<file path="src/rtl/busca_pkg.sv">
// Shared definitions for the instruction-fetch stage.
//   estado_t    : fetch FSM states (OCIOSO, BUSCA, CHEIO, ERRO)
//   OPCODE_*    : bit positions of the opcode inside the instruction word
//   JUMP_W      : width of the absolute jump target field
//   BRANCH_W    : width of the branch displacement field
package busca_pkg;

  localparam int INSTR_W    = 32;
  localparam int OPCODE_MSB = 31;
  localparam int OPCODE_LSB = 27;
  localparam int OPCODE_W   = OPCODE_MSB - OPCODE_LSB + 1;
  localparam int JUMP_W     = 27;
  localparam int BRANCH_W   = 17;

  typedef enum logic [1:0] {
    OCIOSO = 2'd0,
    BUSCA  = 2'd1,
    CHEIO  = 2'd2,
    ERRO   = 2'd3
  } estado_t;

endpackage

</file>
<file path="src/rtl/decodificador_campos.sv">
// Splits an instruction word into the fields the control unit uses.
// Purely combinational; fields are raw slices, no sign extension.
//   instrucao          in  : instruction word
//   opcode             out : instrucao[31:27]
//   enderecoJump       out : instrucao[26:0]
//   deslocamentoBranch out : instrucao[16:0]
module decodificador_campos
  import busca_pkg::*;
(
  input  logic [INSTR_W-1:0]  instrucao,
  output logic [OPCODE_W-1:0] opcode,
  output logic [JUMP_W-1:0]   enderecoJump,
  output logic [BRANCH_W-1:0] deslocamentoBranch
);

  assign opcode             = instrucao[OPCODE_MSB:OPCODE_LSB];
  assign enderecoJump       = instrucao[JUMP_W-1:0];
  assign deslocamentoBranch = instrucao[BRANCH_W-1:0];

endmodule

</file>
<file path="src/rtl/unidade_busca_instrucao.sv">
// Instruction-fetch stage downstream of the program counter.
// Issues one outstanding read per PC value, holds the returned word in an
// instruction register and hands it to the control unit over valid/ready.
// stall_pc stays high until the instruction is consumed, so the PC advances
// exactly once per delivered instruction.
//
// Ports:
//   clock, reset        : rising-edge clock, asynchronous active-high reset
//   pc                  : current program counter
//   flush               : drop the current or in-flight instruction
//   mem_req/mem_addr    : read request to instruction memory (held until ack)
//   mem_ack/mem_data    : one-cycle data return from memory
//   instr_valid/ready   : handshake towards the control unit
//   instrucao + fields  : instruction register and its decoded slices
//   stall_pc            : high while the PC must hold
//   erro_busca          : sticky flag, memory did not answer within TIMEOUT
//   contador_instr      : consumed-instruction count (only with FETCH_COUNT_EN)
//
// Build option: define FETCH_COUNT_EN to add the contador_instr output.
module unidade_busca_instrucao
  import busca_pkg::*;
#(
  parameter int ADDR_W  = 32,
  parameter int TIMEOUT = 16
) (
  input  logic                clock,
  input  logic                reset,
  input  logic [31:0]         pc,
  input  logic                flush,
  output logic                mem_req,
  output logic [ADDR_W-1:0]   mem_addr,
  input  logic                mem_ack,
  input  logic [31:0]         mem_data,
  output logic                instr_valid,
  input  logic                instr_ready,
  output logic [31:0]         instrucao,
  output logic [OPCODE_W-1:0] opcode,
  output logic [JUMP_W-1:0]   enderecoJump,
  output logic [BRANCH_W-1:0] deslocamentoBranch,
  output logic                stall_pc,
  output logic                erro_busca
`ifdef FETCH_COUNT_EN
  ,
  output logic [31:0]         contador_instr
`endif
);

  localparam int CNT_W = $clog2(TIMEOUT);
  localparam logic [CNT_W-1:0] ULTIMO_CICLO = CNT_W'(TIMEOUT - 1);

  estado_t          estado;
  logic [CNT_W-1:0] contadorTimeout;
  // Set when a flush hits while the read is still in flight: the request
  // cannot be withdrawn, so its data is swallowed when the ack arrives.
  logic             descarte;

  always_ff @(posedge clock or posedge reset) begin
    if (reset) begin
      estado          <= OCIOSO;
      mem_req         <= 1'b0;
      mem_addr        <= '0;
      instr_valid     <= 1'b0;
      instrucao       <= '0;
      erro_busca      <= 1'b0;
      contadorTimeout <= '0;
      descarte        <= 1'b0;
    end else begin
      case (estado)
        OCIOSO: begin
          mem_addr        <= pc[ADDR_W-1:0];
          mem_req         <= 1'b1;
          contadorTimeout <= '0;
          estado          <= BUSCA;
        end

        BUSCA: begin
          if (mem_ack) begin
            mem_req <= 1'b0;
            // A flush arriving together with the ack also kills this word.
            if (descarte || flush) begin
              descarte <= 1'b0;
              estado   <= OCIOSO;
            end else begin
              instrucao   <= mem_data;
              instr_valid <= 1'b1;
              estado      <= CHEIO;
            end
          end else if (contadorTimeout == ULTIMO_CICLO) begin
            mem_req    <= 1'b0;
            erro_busca <= 1'b1;
            descarte   <= 1'b0;
            estado     <= ERRO;
          end else begin
            contadorTimeout <= contadorTimeout + CNT_W'(1);
            if (flush) begin
              descarte <= 1'b1;
            end
          end
        end

        CHEIO: begin
          // flush wins over a same-cycle instr_ready; both leave to OCIOSO.
          if (flush || instr_ready) begin
            instr_valid <= 1'b0;
            estado      <= OCIOSO;
          end
        end

        ERRO: begin
          mem_req     <= 1'b0;
          instr_valid <= 1'b0;
          erro_busca  <= 1'b1;
        end

        default: estado <= OCIOSO;
      endcase
    end
  end

  assign stall_pc = reset | ~(instr_valid & instr_ready);

`ifdef FETCH_COUNT_EN
  always_ff @(posedge clock or posedge reset) begin
    if (reset) begin
      contador_instr <= '0;
    end else if (instr_valid && instr_ready && !flush) begin
      contador_instr <= contador_instr + 32'd1;
    end
  end
`endif

  decodificador_campos u_decodificador (
    .instrucao          (instrucao),
    .opcode             (opcode),
    .enderecoJump       (enderecoJump),
    .deslocamentoBranch (deslocamentoBranch)
  );

endmodule

</file>
<file path="config.mk">
export PLATFORM = sky130hd
export DESIGN_NAME = unidade_busca_instrucao
export DESIGN_NICKNAME = d
export VERILOG_FILES = /design/src/rtl/busca_pkg.sv /design/src/rtl/decodificador_campos.sv /design/src/rtl/unidade_busca_instrucao.sv
export SDC_FILE = /design/constraint.sdc
export NUM_CORES = 1
export LEC_CHECK = 0
export BUFFER_PORTS_ARGS = -buffer_cell sky130_fd_sc_hd__buf_2
export CAP_MARGIN = 20
export CORE_UTILIZATION = 47
export DETAILED_ROUTE_END_ITERATION = 10
export HOLD_SLACK_MARGIN = 0.06
export PLACE_DENSITY = 0.95
export SLEW_MARGIN = 5
export SYNTH_ARGS = -nofsm -noshare
export SYNTH_HDL_FRONTEND = slang
export SYNTH_HIERARCHICAL = 1
export SYNTH_SLANG_ARGS = --single-unit
</file>
<file path="constraint.sdc">
create_clock -name clock -period 6.6 [get_ports clock]
set_input_delay 1.32 -clock clock [delete_from_list [all_inputs] [get_ports clock]]
set_output_delay 1.32 -clock clock [all_outputs]
set_load 0.1 [all_outputs]
</file>
Word level (Yosys, flattened, before mapping)

Index checks and enable logic that the tools add are counted.

Register bits: 74
Bits in latches: 0
Bits in writable memories: 0
ROM bits: 0
Output and inout bits: 117
Word-level logic and storage cells: 63
Memories: 0

$add $sub $neg: 1
$mul: 0
Divide/modulo/power cells: 0
$lt $le $gt $ge: 0
Equal/unequal tests: 12
Shift-type cells: 0
Mux-type cells: 22
Bitwise gates (word level): 4
Reductions and logical operators: 16

Operator list:

| kind                  | number |
|---|---|
| $reduce_and A3 Y1     | 5 |
| $ne A2 B2 Y1 const B  | 6 |
| $reduce_bool A3 Y1    | 4 |
| $mux W1               | 11 |
| $mux W2               | 4 |
| $mux W4               | 2 |
| $pmux W4 S2           | 1 |
| $pmux W1 S3           | 2 |
| $pmux W2 S3           | 1 |
| $add A4 B1 Y4 const B | 1 |
| $eq A2 B2 Y1 const B  | 2 |
| $eq A4 B4 Y1 const B  | 1 |
| $reduce_and A4 Y1     | 1 |
| $reduce_bool A2 Y1    | 2 |
| $ne A3 B3 Y1 const B  | 1 |
| $eq A2 B1 Y1 const B  | 1 |
| $logic_not A2 Y1      | 1 |
| $logic_or A1 B1 Y1    | 2 |
| $ne A2 B1 Y1 const B  | 1 |
| $not A1 Y1            | 2 |
| $pmux W1 S2           | 1 |
| $reduce_and A2 Y1     | 1 |
| $and A1 B1 Y1         | 1 |
| $or A1 B1 Y1          | 1 |

Longest topological paths before layout

Gate-level depths: netlist of run 1.

Depth in word-level cells: 4
Depth in mapped cells: 4

Hierarchy

Netlist of run 1, hierarchy kept.

By module, submodules not included:

| module                  | instances | cells an instance | area an instance (µm²) | seq. area each (µm²) |
|---|---|---|---|---|
| unidade_busca_instrucao | 1         | 189               | 2886.5                 | 1851.8 |
| decodificador_campos    | 1         | 49                | 367.9                  | 0.0 |

Worst setup path before layout of run 1

Ideal clock, no wire load.

Path kind: input -> output
Start: in reset
End: out stall_pc
Data arrival time: 4.120 ns
Required time: 5.280 ns
Path slack: 1.160 ns
Cell stages on the path: 2
Path buffers: 0
Cells stage by stage: inv_1 -> nand3_1

Longest elaborated chain between the ends: 1

Ends and longest elaborated chain:

| what            | line                           | RTL |
|---|---|---|
| start, declared | unidade_busca_instrucao.sv:27  | `input logic reset,` |
| $or A1 B1 Y1    | unidade_busca_instrucao.sv:120 | `assign stall_pc = reset \| ~(instr_valid & instr_ready);` |
| end, declared   | unidade_busca_instrucao.sv:40  | `output logic stall_pc,` |

No other way between the ends.

Worst setup path after layout of run 1

Ends and elaborated chain as after synthesis.

==> results of run 1 <==
through the flow:
stage                      util  worst slack, ns  hold slack, ns
final                     0.621             3.31           0.455
after global routing      0.621             3.31           0.487
after CTS                 0.621             3.31           0.458
after detailed placement  0.592             3.31           0.440
after global placement    0.592             3.33           0.434
after floorplan               -             1.16           0.482
flip-flops by register name, indices dropped and copies added (netlist names):
signal	flops
contadorTimeout	4
descarte	1
erro_busca	1
estado	2
instr_valid	1
instrucao	32
mem_addr	32
mem_req	1
cells by family (layout without fill, tap and decap cells):
group	Yosys count	after routing	synth area share
AOI/OAI and AO/OA	18	18	0.0358
adders and majority gates	1	1	0.00384
buffers and inverters	60	205	0.133
DFF	74	74	0.569
muxes	64	64	0.221
and+or+nand+nor	21	21	0.0369
cell type report:
cell class | count | area (um2)
Sequential cell | 74 | 1850
Tap cell | 77 | 96.3
Multi-Input combinational cell | 104 | 972
Inverter | 2 | 7.51
Fill cell | 510 | 2470
Timing Repair Buffer | 187 | 941
Clock buffer | 13 | 169
Clock inverter | 3 | 21.3
worst max-delay path, stage by stage:
cell and delay, ns:
buf_2 0.08, inv_2 0.04, nand3_1 0.09, buf_2 0.43
cell usage after synthesis (all sizes together):
library cell,number,area [um2]
nand3b,1,7.51
o211ai,1,7.51
ha,1,12.5
nand2b,1,6.26
a31o,1,8.76
nand4bb,1,11.3
o21ai,2,10.0
a31oi,1,6.26
and2b,1,8.76
nor3b,1,7.51
o31ai,1,7.51
nand2,2,7.51
nand3,5,30.0
nor2b,1,6.26
nor3,1,5.00
o2bb2ai,1,8.76
clkbuf,2,7.51
o21bai,1,7.51
nor2,6,22.5
buf,56,418
or4,1,7.51
a21o,4,30.0
a21oi,6,30.0
inv,2,7.51
dfrtp,74,1850
mux2,64,721
metal layers:
metal  vias up  share of wire  global-route usage
met2       137           0.51               0.349
met5         -              0                   0
met4         0          0.017              0.0878
met3        12          0.092              0.0623
li1       1050              -                   -
met1      1080           0.38               0.202
final timing paths:
kind	start	endpoint	slack [ns]	depth (start not counted)
min in group asynchronous	reset	instrucao[26]	1.29	3
max in group asynchronous	reset	instrucao[29]	4.70	3
worst max register to register	estado[1]	instrucao[15]	4.39	3
worst min-delay path	erro_busca	erro_busca	0.46	1
worst max-delay path	reset	stall_pc	3.31	4
worst min register to register	erro_busca	erro_busca	0.46	1
==> run summary, run 1 <==
The synthesized area per cell came out at 13.7 um2. The final layout net count is 448. The remaining design rule violation count came out at 0. The worst clock skew is 0.00996 ns.

The startpoint class of the critical path is a primary input. The library cells used most frequently in the layout, excluding fill and tap cells, are 185 x buf_2, 74 x dfrtp_1, 62 x mux2_2, 12 x clkbuf_8, 6 x a21oi_1. The flow ran to the end, and the final reports show no timing, DRC or antenna violations. The average detailed-routed wire length per instance came out at 14.9 um. The post-synthesis register bit count is 74. The gate count of the mapped netlist came out at 238. The deepest level of the CTS H-tree is 3.

The first routing iteration left 21 violations. Data on the critical path arrives at its endpoint at 1.97 ns. The layout overhead on the synthesized area is 24.7%. The initial antenna violation count was 0. The maximum fanout along the worst path came out at 2.

The final hold violation count is 0. The final non-filler cell total is 460. The die span in y is 85.2 um. The time the final worst path needs with I/O delays and setup is 3.29 ns. Entering global routing, the biggest net connects 75 pins. Summing all placed instances gives a cell area of 0.00387 mm2.

The die is 85.2 um wide. The transition time at the pin with the least slew margin is 0.906 ns. The clock slew at the register clock pins of the worst setup and hold paths is 0.08 ns. The endpoint required time on the critical path is 5.28 ns. Once the clock tree was built, the resizer swapped 0 gates to a different size.

The number of iterations in the first detailed-routing pass is 4. The hold-fix buffer count after cts came out at 0. The worst setup path is of the in2out kind.

Leaving out fill and tap cells, the most frequent cell in the layout is buf_2. Across the run, the number of max-cap violations was 0. Dividing the final minimum period by the clock period gives 0.498. The number of clock buffers added by TritonCTS is 9. TritonCTS built the clock tree. The number of buffers added for setup after CTS is 0. The HPWL after detailed placement is 5.19 mm. The maximum clock frequency is 304 MHz. The area of the core came out at 0.00653 mm2. In this run the core area contains 29 standard-cell rows. The synthesized netlist contains 29 unique library cells. The die covers 0.00726 mm2. In the final layout, the share of cells above drive strength 1 is 0.702. The first global-routing pass estimated 10.6 mm of wire.

The placed cell count came out at 444. The final layout contains routed wiring with a total length of 6.84 mm. The via count came out at 2279. The total overflow reported by the global router came out at 0.

The effective utilization at floorplan is 0.498. The routed via count divided by cell count is 4.95. The count of buffers added on input and output ports is 185. Measured against its own limit, the worst slew margin works out to 0.396. Setup repair after global routing left no endpoint under its margin. The overall fraction of global-route tracks in use is 0.192.

In this run the remaining antenna-violating nets after routing total 0. When the netlist entered floorplanning its net count stood at 308. In this run the clock root is driven by a clkbuf_8. The repair_antennas step left the layout with diodes totalling 0. The insertion delay of the later-clocked pin in the worst-skew pair came out at 0.33 ns.

In this run the worst hold path is classified as reg2reg. The sequential share of the synthesized area is 0.569. Setup violations remaining at the end of the flow were counted as 0. The critical path capture point type is an output pin. Clock tree synthesis found a total of 74 sinks. The synthesis warning total is 6. The top-level I/O count is 186.

The sum of negative setup slack came out at 0 ns. The via count of the first global-routing pass is 2321. Summing every instance area after synthesis gives 0.00325 mm2.

The finished layout cell area is 0.00406 mm2. The placer's final routability congestion estimate came out at 0.787. The final-report max-slew violation count is 0.

The number of buffers on the longest clock path is 2.
Power of run 1 is not shown: default switching activity piles up to over one toggle a cycle in this logic, so the estimate is an artifact.
==> run 2: changes to the inputs <==
- ABC_AREA: unset -> 1
- CORE_UTILIZATION: 47 -> 45
- PLACE_DENSITY: 0.95 -> 0.92
- clock period: 6.6 -> 3.3 ns (I/O delays scaled with it)
==> run summary, run 2 <==
The total die area came out at 0.00785 mm2 (+8.1%). The critical path goes through inv_2 -> nand2_1 -> buf_4 -> inv_1 -> nand2_1 -> nand2_1. The maximum fanout along the worst path was 39 (+37). The fraction of layout instances using a drive strength above 1 came out at 0.398 (-0.305). The placer's final routability congestion estimate came out at 0.820 (+4.2%). STA classifies the critical path startpoint as a register. The number of maximum-capacitance constraint violations came out at 0 (unchanged). The flow ran to the end, and the final reports show no timing, DRC or antenna violations. The number of nets still failing antenna checks after routing came out at 0 (unchanged). The count of unique library cells instantiated by Yosys came out at 20 (-31%). The final-report max-slew violation count came out at 0 (unchanged). The final layout net count is 594 (+33%). The top-area cell type share of the netlist area came to 0.549 (-0.0205). The wire length of the first global-routing pass is 11.8 mm (+11%). The largest area contributor in the synthesized netlist is dfrtp_1. The fill cell total of the finished layout came out at 677 (+33%). The dominant synthesized flop cell is dfrtp_1.

Setup repair after global routing left no endpoint under its margin. The CTS buffer count is 9 (unchanged). The area of the core came out at 0.00725 mm2 (+11%).

The flip-flop and latch area was 0.00185 mm2 (unchanged). The number of buffers added for setup after CTS came out at 0 (unchanged). The post-synthesis instance area is 0.00338 mm2 (+3.7%). Broken down by cell family, the worst path's largest delay share belongs to buffers and inverters.

The combined area of the multi-input logic cells came out at 0.00103 mm2 (+6.0%). The final hold violation count came out at 0 (unchanged). Among all cell types in the netlist, the one instantiated most often is nand2_1. TritonCTS built the clock tree. The synthesized net count came out at 460 (+49%). The biggest cell delay along the critical path is 0.70 ns (+0.27 ns). The average detailed-routed wire length per instance came out at 12.6 um (-15%).

The async set-reset flop share out of synthesis is 1.00 (unchanged). The post-synthesis register bit count is 74 (unchanged). The deepest level of the CTS H-tree came to 3 (unchanged). The gate count of the mapped netlist came out at 390 (+64%). The worst-case setup slack after placement is 1.32 ns (-2.00 ns). The hold-fix buffer count after cts is 0 (unchanged). The transition time at the pin with the least slew margin is 0.935 ns (+0.0285 ns). In this run the critical register-to-register path is launched from estado[0]. The synthesized area per cell came out at 8.66 um2 (-37%). The share of the clock period used by the worst path after layout is 0.584.

The setup slack of the most critical reg-to-reg path is 1.37 ns (-3.02 ns). The library cells used most frequently in the layout, excluding fill and tap cells, are 184 x buf_2, 180 x nand2_1, 74 x dfrtp_1, 39 x nand3_1, 9 x clkbuf_8. The number of cells on the worst reg-to-reg path came out at 6 (+3). The clock slew at the register clock pins of the worst setup and hold paths came to 0.08 ns (about the same). The sequential share of the synthesized area is 0.549 (-0.0205). The routed via count divided by cell count is 4.71 (-5.0%).

The synthesis warning total was 6 (unchanged). The sum of negative setup slack came to 0 ns (unchanged). The count of buffer and inverter cells on the critical path came out at 3 (unchanged). In the final layout, the registers with the most flip-flops are instrucao (32), mem_addr (32), contadorTimeout (4).

The wire length reported by the detailed router came out at 7.89 mm (+15%). The number of sinks handled by clock tree synthesis came out at 74 (unchanged). The top-level I/O count was 186 (unchanged). The critical path start-end classification is reg2reg. The remaining design rule violation count is 0 (unchanged). Sorting the synthesized cells by how often they occur yields 180 x nand2_1, 74 x dfrtp_1, 52 x buf_4.

The number of buffers on the longest clock path came to 2 (unchanged). The die extent in x came to 88.6 um (+4.0%). The effective utilization at floorplan is 0.465 (-0.0329). On the critical path, the stage with the largest delay is an instance of inv_1. The worst hold path terminates at mem_req.

The buffer cell driving the clock tree root is clkbuf_8. The HPWL after detailed placement is 5.74 mm (+11%). The worst setup margin is 1.37 ns (-1.94 ns). The post-cts gate resize count is 0 (unchanged). The via count of the first global-routing pass is 2640 (+14%). The number of enable-type register cells in the synthesized netlist came to 0 (unchanged). By area the synthesized netlist is led by dfrtp_1 55%, nand2_1 20%, buf_4 12%. The maximum clock frequency is 519 MHz.

The worst slew slack as a fraction of its limit is 0.377 (-0.0190). The total of endpoints with negative setup slack in the final report came to 0 (unchanged). The via count is 2951 (+29%). The insertion delay of the later-clocked pin in the worst-skew pair was 0.33 ns (about the same).

The worst clock skew is 0.00823 ns (-0.00173 ns). The number of iterations in the first detailed-routing pass came to 4 (unchanged). The count of antenna diodes in the layout came to 0 (unchanged).

The worst hold path depth is 2 (+1). The number of design-rule violations left by the first detailed-router iteration is 156 (+640%). The cell that appears most often on the critical path is nand2_1. The final non-filler cell total is 627 (+36%). The endpoint required time on the critical path is 3.56 ns (-1.72 ns). The data arrival time of the critical path was 2.19 ns (+0.22 ns). The placed cell count came out at 612 (+38%).

The type of the tightest min-delay check is reg2reg. The die span in y came out at 88.6 um (+4.0%). The time the final worst path needs with I/O delays and setup came out at 1.93 ns. In this run the most critical hold path is launched from mem_req. The initial antenna violation count was 0 (unchanged). The endpoint of the worst register-to-register path is mem_addr[10]. The overall fraction of global-route tracks in use came to 0.199 (+0.00645). STA classifies the critical path endpoint as a register. The layout overhead on the synthesized area came out at 23.1%.

The count of standard-cell rows is 31 (+6.9%). The quantity of I/O buffers inserted on ports came out at 185 (unchanged). The maximum number of pins on one net before global-route repair is 75 (unchanged). The most common cell after layout, fill and taps aside is buf_2. The post-route worst hold slack was 0.473 ns (+0.0180 ns). The total overflow reported by the global router came out at 0 (unchanged).
## run 2: cell types whose count changed after synthesis, sizes merged, moves of 3 or more
| cell | before | now |
|---|---|---|
| nand2 | 2 | 181 |
| mux2 | 64 | 0 |
| nor2 | 6 | 10 |
| buf | 56 | 60 |
| clkbuf | 2 | 5 |
| inv | 2 | 8 |
| nand3 | 5 | 40 |
| a21o | 4 | 0 |
## run 2: stage by stage
step / instance area (um2) / utilization
3_3_place_gp: 4000 / 0.552
3_5_place_dp: 4000 / 0.552
2_1_floorplan: 3380 / -
5_1_grt: 4160 / 0.573
4_1_cts: 4160 / 0.573
6_report: 4160 / 0.573
## run 2: kinds of logic (layout without fill, tap and decap cells)
| logic type | Yosys count | after routing | synth area share |
|---|---|---|---|
| adder cells (fa/ha/maj) | 1 | 1 | 0.00371 |
| XOR/XNOR | 1 | 1 | 0.00259 |
| flip-flops | 74 | 74 | 0.549 |
| AND/OR/NAND/NOR | 232 | 232 | 0.284 |
| buffers and inverters | 73 | 211 | 0.148 |
| AO/OA/AOI/OAI | 9 | 9 | 0.0141 |
## run 2: worst max-delay path by stage
stage,start,end,slack [ns],depth (start not counted)
after detailed placement,mem_ack,instrucao[27],1.32,6
final,estado[0],mem_addr[10],1.37,6
after global routing,estado[0],mem_addr[10],1.15,6
after global placement,mem_ack,instrucao[9],1.41,6
after floorplan,reset,stall_pc,0.13,2
after CTS,estado[0],mem_addr[10],1.38,6
## run 2: cell type report
| class | count | area share |
|---|---|---|
| clock inverter | 4 | 0.00482 |
| clock buffer | 11 | 0.0316 |
| sequential | 74 | 0.446 |
| inverter | 8 | 0.00813 |
| tap | 99 | 0.0298 |
| multi-input combinational | 243 | 0.248 |
| timing repair buffer | 188 | 0.232 |
## run 2: layer usage
layer | global-route usage | vias up | part of all wire | wire length, um
met5 | 0 | - | 0 | 0
met4 | 0.0982 | 0 | 0.016 | 128
met3 | 0.0401 | 12 | 0.058 | 456
met2 | 0.348 | 146 | 0.51 | 4050
met1 | 0.232 | 1369 | 0.41 | 3260
li1 | - | 1424 | - | -
## run 2: worst register-to-register path, stage by stage, from the launching register on
cell	delay, ns
dfrtp_1	0.44
inv_2	0.13
nand2_1	0.07
buf_4	0.25
inv_1	0.70
nand2_1	0.16
nand2_1	0.10
Power of run 2 is left out for the same reason.
